<file path="config.mk">
export PLATFORM = sky130hd
export DESIGN_NAME = batch_builder
export DESIGN_NICKNAME = d
export VERILOG_FILES = /design/src/rtl/batch_builder.sv
export SDC_FILE = /design/constraint.sdc
export NUM_CORES = 1
export LEC_CHECK = 0
export ABC_AREA = 1
export CELL_PAD_IN_SITES_DETAIL_PLACEMENT = 0
export CELL_PAD_IN_SITES_GLOBAL_PLACEMENT = 1
export CORE_UTILIZATION = 41
export DETAILED_ROUTE_END_ITERATION = 10
export PLACE_DENSITY_LB_ADDON = 0.1
export SYNTH_ARGS = -nofsm -noshare
export SYNTH_HDL_FRONTEND = slang
export SYNTH_SLANG_ARGS = --single-unit
</file>
<file path="constraint.sdc">
create_clock -name clk -period 5.7 [get_ports clk]
set_input_delay 1.14 -clock clk [delete_from_list [all_inputs] [get_ports clk]]
set_output_delay 1.14 -clock clk [all_outputs]
set_load 0.005 [all_outputs]
</file>
<file path="src/rtl/batch_builder.sv">
// rtl/batch_builder.sv - collects insertion strobes into conflict-free ID batches and streams them out
module batch_builder #(
    parameter int MAX_BATCH = 8,
    parameter int ID_W      = 64,
    parameter int TIMEOUT   = 64
) (
    input  logic                             clk,
    input  logic                             rst,
    input  logic                             insertion_ready,
    input  logic [ID_W-1:0]                  owner_programID,
    input  logic                             flush,
    output logic                             pipeline_ready,
    output logic [ID_W-1:0]                  accepted_id,
    output logic                             accepted_valid,
    output logic                             conflict,
    output logic                             drop,
    output logic [15:0]                      drop_count,
    output logic                             out_valid,
    input  logic                             out_ready,
    output logic [ID_W-1:0]                  out_id,
    output logic                             out_last,
    output logic [$clog2(MAX_BATCH+1)-1:0]   out_size
);

    localparam int CW = $clog2(MAX_BATCH + 1);
    localparam int IW = $clog2(MAX_BATCH);
    localparam int TW = $clog2(TIMEOUT);

    typedef enum logic {FILL, DRAIN} state_t;

    state_t          state;
    logic [ID_W-1:0] entries [MAX_BATCH];
    logic [CW-1:0]   count;
    logic [TW-1:0]   timer;
    logic [IW-1:0]   rd_idx;
    logic [ID_W-1:0] carry_id;
    logic            carry_valid;

    logic            accept_ok;
    logic            is_dup;
    logic            do_write;
    logic            do_park;
    logic [CW-1:0]   count_post;
    logic            timed_out;
    logic            close_batch;
    logic            beat;
    logic            last_entry;

    // Accept decode and the close decision, using the post-write entry count
    always_comb begin
        accept_ok   = (state == FILL) && (count < CW'(MAX_BATCH)) && !carry_valid;
        is_dup      = 1'b0;
        for (int i = 0; i < MAX_BATCH; i++) begin
            if ((CW'(i) < count) && (entries[i] == owner_programID)) begin
                is_dup = 1'b1;
            end
        end
        do_write    = insertion_ready && accept_ok && !is_dup;
        do_park     = insertion_ready && accept_ok && is_dup;
        count_post  = count + CW'(do_write);
        timed_out   = (count != '0) && (timer == TW'(TIMEOUT - 1));
        close_batch = (state == FILL) &&
                      ((count_post == CW'(MAX_BATCH)) || do_park || timed_out ||
                       (flush && (count_post != '0)));
        last_entry  = (CW'(rd_idx) == count - CW'(1));
        beat        = (state == DRAIN) && out_ready;
    end

    // Entry storage: append on accept, reload slot 0 from carry when a drain ends
    always_ff @(posedge clk) begin
        if (!rst) begin
            if (do_write) begin
                entries[count[IW-1:0]] <= owner_programID;
            end else if (beat && last_entry && carry_valid) begin
                entries[0] <= carry_id;
            end
        end
    end

    // Fill/drain state machine with registered feedback pulses
    always_ff @(posedge clk) begin
        if (rst) begin
            state          <= FILL;
            count          <= '0;
            timer          <= '0;
            rd_idx         <= '0;
            carry_id       <= '0;
            carry_valid    <= 1'b0;
            accepted_id    <= '0;
            accepted_valid <= 1'b0;
            conflict       <= 1'b0;
            drop           <= 1'b0;
            drop_count     <= '0;
        end else begin
            accepted_valid <= 1'b0;
            conflict       <= 1'b0;
            drop           <= 1'b0;
            if (insertion_ready && !accept_ok) begin
                drop <= 1'b1;
                if (drop_count != 16'hFFFF) begin
                    drop_count <= drop_count + 16'd1;
                end
            end
            case (state)
                FILL: begin
                    if (do_write) begin
                        accepted_id    <= owner_programID;
                        accepted_valid <= 1'b1;
                    end
                    if (do_park) begin
                        carry_id    <= owner_programID;
                        carry_valid <= 1'b1;
                        conflict    <= 1'b1;
                    end
                    // Timer measures the age of the oldest entry in the batch
                    if (count == '0) begin
                        if (do_write) begin
                            timer <= '0;
                        end
                    end else begin
                        timer <= timer + TW'(1);
                    end
                    count <= count_post;
                    if (close_batch) begin
                        state  <= DRAIN;
                        rd_idx <= '0;
                    end
                end
                DRAIN: begin
                    if (beat) begin
                        if (last_entry) begin
                            state  <= FILL;
                            rd_idx <= '0;
                            timer  <= '0;
                            if (carry_valid) begin
                                count          <= CW'(1);
                                carry_valid    <= 1'b0;
                                accepted_id    <= carry_id;
                                accepted_valid <= 1'b1;
                            end else begin
                                count <= '0;
                            end
                        end else begin
                            rd_idx <= rd_idx + IW'(1);
                        end
                    end
                end
                default: state <= FILL;
            endcase
        end
    end

    assign pipeline_ready = accept_ok && !rst;
    assign out_valid      = (state == DRAIN);
    assign out_id         = (state == DRAIN) ? entries[rd_idx] : '0;
    assign out_last       = (state == DRAIN) && last_entry;
    assign out_size       = (state == DRAIN) ? count : '0;

endmodule

</file>
# After elaboration in Yosys (flattened, before gate mapping)
# Memory sizes are Yosys's and may differ from the RTL's. A register that Yosys moved wholly into a read port is not among the register bits.
# Index checks and enable logic that the tools add are counted.
totals:
  output_inout_bits: 154
  mem_bits_rw: 512
  reg_bits: 162
  wordCells: 141
  mem_count: 1
op_classes:
  add_sub_neg: 5
  reduce_logical: 41
  n_lt_le_gt_ge: 9
  n_eq_ne: 19
  bitwise_logic: 1
  mux: 54
mem_list:
  columns: ["name", "depth", "width", "read_ports", "rd_ports_with_merged_regs", "write_ports", "line", "source"]
  rows:
  - ["entries", 8, 64, 9, 1, 1, "32", "logic [ID_W-1:0] entries [MAX_BATCH];"]
op_table:
  columns: ["cell", "count"]
  rows:
  - ["== test 64 bit", 8]
  - ["two-way mux 64 bit", 6]
  - ["one-hot mux 64 bit (2 select lines)", 1]
  - ["OR reduction 64 bit", 1]
  - ["two-way mux 1 bit", 28]
  - ["two-way mux 6 bit", 4]
  - ["logical AND 1 bit", 22]
  - ["two-way mux 3 bit", 6]
  - ["adder 16 x 1 -> 16 bit (second input constant)", 1]
  - ["< comparator 3 x 4 -> 1 bit (first input constant)", 4]
  - ["inequality test 16 bit (second input constant)", 1]
  - ["two-way mux 4 bit", 3]
  - ["one-hot mux 6 bit (2 select lines)", 1]
  - ["< comparator 1 x 4 -> 1 bit (first input constant)", 2]
  - ["< comparator 2 x 4 -> 1 bit (first input constant)", 2]
  - ["one-hot mux 4 bit (2 select lines)", 1]
  - ["AND reduction 2 bit", 4]
  - ["nonzero test 4 bit", 2]
  - ["adder 6 x 1 -> 6 bit (second input constant)", 1]
  - ["== test 6 bit (second input constant)", 1]
  - ["inequality test 2 x 1 -> 1 bit (second input constant)", 3]
  - ["inequality test 2 bit (second input constant)", 3]
  - ["one-hot mux 1 bit (2 select lines)", 3]
  - ["one-hot mux 3 bit (2 select lines)", 1]
  - ["14 further kinds", 20]

# Longest topological paths before layout
# An unclocked memory read counts as a cell.
depth:
  depth_word: 23
  mapped_depth: 28
  ltp_nobuf: 26

# Worst setup path after synthesis
# No wires, ideal clock.
synth_path:
  path_kind: "in2reg"
  startpoint: "input port owner_programID[2]"
  endpoint: "memory entries[0][0], enable pin"
  n_path_buf: 3
  t_required_ns: 5.214
  setup_slack_ns: -0.137
  setup_ns: 0.486
  path_stages: 18
  arrival_ns: 5.351
  path_cell_list: "buf_4 -> inv_2 -> buf_6 -> or2_2 -> nand4_1 -> nor2_1 -> nand3_1 -> nor2_1 -> nor2_1 -> nand2_1 -> nand2_2 -> nand3_2 -> nand2_2 -> inv_2 -> buf_12 -> nor2_4 -> nand2_1 -> nor2_1"
synth_via:
  elab_chain_cells: 17
  elab_cells_between_ends: 35
synth_lines:
  columns: ["item", "line", "source"]
  rows:
  - ["from (decl)", "10", "input logic [ID_W-1:0] owner_programID,"]
  - ["== test 64 bit", "54", "if ((CW'(i) < count) && (entries[i] == owner_programID)) begin"]
  - ["logical AND 1 bit", "54", null]
  - ["two-way mux 1 bit (7 in series)", "54", null]
  - ["two-way mux 1 bit (*)", "54", null]
  - ["zero test 1 bit (*)", "58", "do_write = insertion_ready && accept_ok && !is_dup;"]
  - ["logical AND 1 bit (*)", "58", null]
  - ["two-way mux 1 bit", "72", "if (do_write) begin"]
  - ["two-way mux 1 bit", "71", "if (!rst) begin"]
  - ["two-way mux 1 bit (not written as such)", "75", "entries[0] <= carry_id;"]
  - ["OR reduction 64 bit (no source line)", null, null]
  - ["two-way mux 3 bit (no source line) / two-way mux 1 bit (equally long branches)", null, null]
  - ["to (decl)", "32", null]
# Every way passes the cells marked *; elsewhere a longest branch is shown, timed or not.

==> impl_summary.txt <==
----------------------------------------------------
[Clock network]
  H-Tree Level Count ... 3
  Maximum root-to-sink buffer count ... 3
  Clk slew on worst S/H paths ... about 0.060 ns
  Number of buffers inserted by post-CTS setup repair ... 0
  CTS resizes ... 0
  Cts hold-fix bufs ... 0
  CTS tree ... built
  Number of clock sinks ... between 600 and 700
  Cell chosen for the clock root ... sky130_fd_sc_hd__clkbuf_16
  Clock Latency Late Sink ... between 0.6 and 0.7 ns
  Number of buffers created by CTS ... 80

[Floorplan]
  Floorplan die width ... 298 µm
  Full die area ... 88600 µm²
  Core region area ... 86600 µm²
  I/O pin count ... between 200 and 250
  Chip Height ... 298 µm
  Core Rows ... about 110
  Starting density of the core ... 0.414

[Worst setup path]
  Source of the critical timing path ... owner_programID[9]
  Path type of the worst setup path ... primary input to flop
  Critical Path Start Type ... primary input
  Reg-to-Reg End ... entries[0][41]
  Worst Path Max Fanout ... 10
  Register-to-register setup slack ... about 1.5 ns
  Reg2reg path depth ... 14
  Data required time at the worst endpoint ... between 6 and 7 ns
  Critical path data arrival time ... around 5.6 ns
  Critical path endpoint category ... flop
  FF-to-FF Start ... count[0]

[Global routing]
  Via count of the first global-routing pass ... around 29000
  Global-route wire length before repair ... between 150000 and 200000 µm
  Routing usage on met2 ... 0.479
  Pin count of the biggest net entering global routing ... between 150 and 200
  Antenna violations before repair ... 5
  Routing usage on met1 ... 0.386
  Overflow left after global routing ... 0
  Most Crowded Layer GR ... met2
  Total routing usage reported by global routing ... 0.290
  M3 GR Usage ... 0.0419

[Timing]
  F_max ... around 200 MHz
  Sum of negative setup slack ... 0 ns
  Slew of the pin with the lowest slew margin ... between 1 and 1.5 ns
  Setup skew after layout ... around 0.023 ns
  Setup violation total in the final timing report ... 0
  RSZ-0062 raised after global routing ... no
  Pins over their slew limit ... 0
  Max_slew headroom ... 0.277
  Part of the cycle the worst path needs ... 0.881
  Number of hold violations in the final report ... 0
  Minimum period implied by the final worst setup slack ... 5.02 ns

[Yosys]
  Proportion of synthesized flip-flops having asynchronous set or reset ... 0
  Netlist Area Pre-Place ... roughly 36000 µm²
  Mean instance size in the synthesized netlist ... 8.09 µm²
  Most used flip-flop cell after synthesis ... sky130_fd_sc_hd__edfxtp_1
  Distinct cells, synth ... 40
  Number of storage elements in the synthesis netlist ... about 680
  Number of warnings reported in the yosys synthesis log ... 0
  Synthesized instance count ... ~4400
  Post-Synthesis Net Count ... around 4500
  Number of enable-type register cells in the synthesized netlist ... between 500 and 600
  Sequential-to-total area share from yosys stat ... 0.521

[Pwr]
  Switching share of total power ... 0.323
  Net Sw Power ... approximately 4.7 mW
  Relative contribution of sequential cells to total power ... 0.397
  Sum of internal, switching and leakage power ... between 10 and 15 mW
  Clock network fraction of design power ... 0.354
  Leak ... around 16 nW
  Comb power frac ... 0.249
  Peak supply drop ... 207 µV
  Internal Pwr Total ... 9.93 mW
  PD cells ... around 350 nW/µm²

[Routing]
  Starting DRC count in detailed routing ... approximately 2600
  Antenna-violating nets left ... 0
  DRC violation count after routing ... 0
  Number of iterations in the first detailed-routing pass ... 7
  Average routed wire per standard cell ... about 23 µm
  Total via count in the routed design ... ~30000
  Total wirelength of the detailed-routed design ... between 100000 and 150000 µm
  Routed via count divided by cell count ... ~5.3

[Cells and area]
  Commonest non-fill, non-tap cells in the layout ... 1212 x sky130_fd_sc_hd__nand2_1, 541 x sky130_fd_sc_hd__o21ai_0, 532 x sky130_fd_sc_hd__nor2_1
  Antenna cell count ... 0
  Post-layout nets ... ~4600
  Final Instance Count excl. Fillers ... between 5000 and 6000
  P&R area growth vs syn ... 16.5%
  Final instance area ... around 42000 µm²
  Layout cells sized above 1 ... 0.0582
  Final core utilization ... 0.482
  Most common cell after layout, fill and taps aside ... sky130_fd_sc_hd__nand2_1

[Placed design]
  Final RePlAce weighted congestion ... 0.897
  Inst Count DP ... 5643
  Post-detailed-placement half-perimeter wirelength ... ~85000 µm
  Post-detailed-placement cell area ... between 30000 and 40000 µm²
  Total of buffers placed on input and output ports ... around 220

[Run]
  Max-cap viol count ... 0

[Outcome]
  Result of the run ... complete, no violations

[Min path]
  Classification of the worst-slack hold path ... flop to flop

----------------------------------------------------
==> worst min path at each step <==
stage / depth (start not counted) / start / slack (ns) / end
2_1_floorplan: 2 / drop_count[13] / 0.47 / drop_count[13]
3_3_place_gp: 2 / drop_count[4] / 0.47 / drop_count[4]
3_5_place_dp: 2 / drop_count[13] / 0.47 / drop_count[13]
4_1_cts: 2 / drop_count[4] / 0.48 / drop_count[4]
5_1_grt: 2 / drop_count[4] / 0.51 / drop_count[4]
6_report: 2 / drop_count[4] / 0.48 / drop_count[4]
==> worst max-delay path, cell delays in order <==
cell                              delay (ns)
sky130_fd_sc_hd__clkdlybuf4s50_1        0.73
sky130_fd_sc_hd__inv_2                  0.19
sky130_fd_sc_hd__nand2_1                0.13
sky130_fd_sc_hd__nand2_1                0.07
sky130_fd_sc_hd__nor2_1                 0.11
sky130_fd_sc_hd__nand2_1                0.09
sky130_fd_sc_hd__nor3_1                 0.69
sky130_fd_sc_hd__nand3_1                0.20
sky130_fd_sc_hd__nor2_1                 0.12
sky130_fd_sc_hd__nor2_1                 0.05
sky130_fd_sc_hd__nand2_1                0.08
sky130_fd_sc_hd__nor2_2                 0.05
sky130_fd_sc_hd__nand3_2                0.11
sky130_fd_sc_hd__inv_1                  0.07
sky130_fd_sc_hd__ha_1                   0.21
sky130_fd_sc_hd__ha_1                   0.19
sky130_fd_sc_hd__xor2_1                 0.15
sky130_fd_sc_hd__nor3_1                 0.23
sky130_fd_sc_hd__o21ai_0                0.12
sky130_fd_sc_hd__o21a_1                 0.13
sky130_fd_sc_hd__a31oi_1                0.18
sky130_fd_sc_hd__nand3_1                0.21
sky130_fd_sc_hd__nand2_1                0.13
sky130_fd_sc_hd__nand2_1                0.07
sky130_fd_sc_hd__nor2_1                 0.12
==> state kept, by name (all words and copies together) (netlist names), named ones only <==
name / count
accepted_id: 64
entries: 512
rd_idx: 3
conflict: 1
carry_id: 64
count: 4
drop: 1
carry_valid: 1
timer: 6
accepted_valid: 1
out_valid: 1
drop_count: 16
==> cell families (layout without fill, tap and decap cells) <==
logic type	after synthesis	count (layout)	synth area share
buffers and inverters	688	893	0.0844
AO/OA/AOI/OAI	927	927	0.134
XOR/XNOR	184	184	0.0450
flip-flops	677	677	0.521
AND/OR/NAND/NOR	1947	1947	0.213
adder cells (fa/ha/maj)	8	8	0.00279
==> stage by stage <==
stage	worst slack, ns	hold WS (ns)
global placement	0.118	0.471
global route	0.375	0.507
finish	0.676	0.476
detailed placement	0.112	0.468
CTS	0.773	0.480
floorplan	-0.137	0.468
==> per-layer routing <==
metal / up-vias / wire, µm
li1: 14780 / -
met4: 10 / 4460
met3: 223 / 8320
met2: 1029 / 61700
met1: 14508 / 55900
met5: - / 62
==> power by group through the flow <==
stage	Clock [mW]	Sequential [mW]	Combinational (mW)
floorplan	0	5.85	2.07
global placement	0	5.93	3.66
detailed placement	0	5.93	3.65
CTS	5.27	5.83	3.66
global route	5.46	5.86	3.99
finish	5.19	5.82	3.66
==> Yosys cell counts, types with 2 or more instances <==
cell                       number  area share
sky130_fd_sc_hd__a311oi_1       4     0.00098
sky130_fd_sc_hd__xor2_1       121       0.030
sky130_fd_sc_hd__or2_1          2     0.00035
sky130_fd_sc_hd__buf_2         40      0.0056
sky130_fd_sc_hd__nand4_1       37      0.0065
sky130_fd_sc_hd__or2_2          7      0.0012
sky130_fd_sc_hd__buf_4         51       0.011
sky130_fd_sc_hd__buf_1         13      0.0014
sky130_fd_sc_hd__o211ai_1       5      0.0010
sky130_fd_sc_hd__a211oi_1       3     0.00063
sky130_fd_sc_hd__a21oi_1      225       0.031
sky130_fd_sc_hd__o21a_1         2     0.00042
sky130_fd_sc_hd__buf_6         17      0.0053
sky130_fd_sc_hd__nor2_1       540       0.057
sky130_fd_sc_hd__o21ai_1       69      0.0096
sky130_fd_sc_hd__a31oi_1       63       0.011
sky130_fd_sc_hd__dfxtp_1      165       0.092
sky130_fd_sc_hd__nand3_1      120       0.017
sky130_fd_sc_hd__nand3_2        2     0.00056
sky130_fd_sc_hd__edfxtp_1     512        0.43
sky130_fd_sc_hd__o21ai_0      541       0.076
sky130_fd_sc_hd__o22ai_1       11      0.0019
sky130_fd_sc_hd__inv_1        399       0.042
sky130_fd_sc_hd__xnor2_1       63       0.015
sky130_fd_sc_hd__clkbuf_1     128       0.013
sky130_fd_sc_hd__ha_1           8      0.0028
sky130_fd_sc_hd__buf_8          5      0.0021
sky130_fd_sc_hd__inv_2         33      0.0035
sky130_fd_sc_hd__nor2_2         3     0.00052
sky130_fd_sc_hd__nand2_2        3     0.00052
sky130_fd_sc_hd__nor3_1        18      0.0025
sky130_fd_sc_hd__nand2_1     1213        0.13
==> final cells by class <==
class,instances,area [µm²]
clock buffers,126,2370
clock inverters,22,239
fillers,8455,44900
inverters,433,1640
multi-input cells,3066,14200
flip-flops and latches,677,18700
well taps,1155,1450
repair buffers,312,3140
Power figures use the tool's default switching activity.
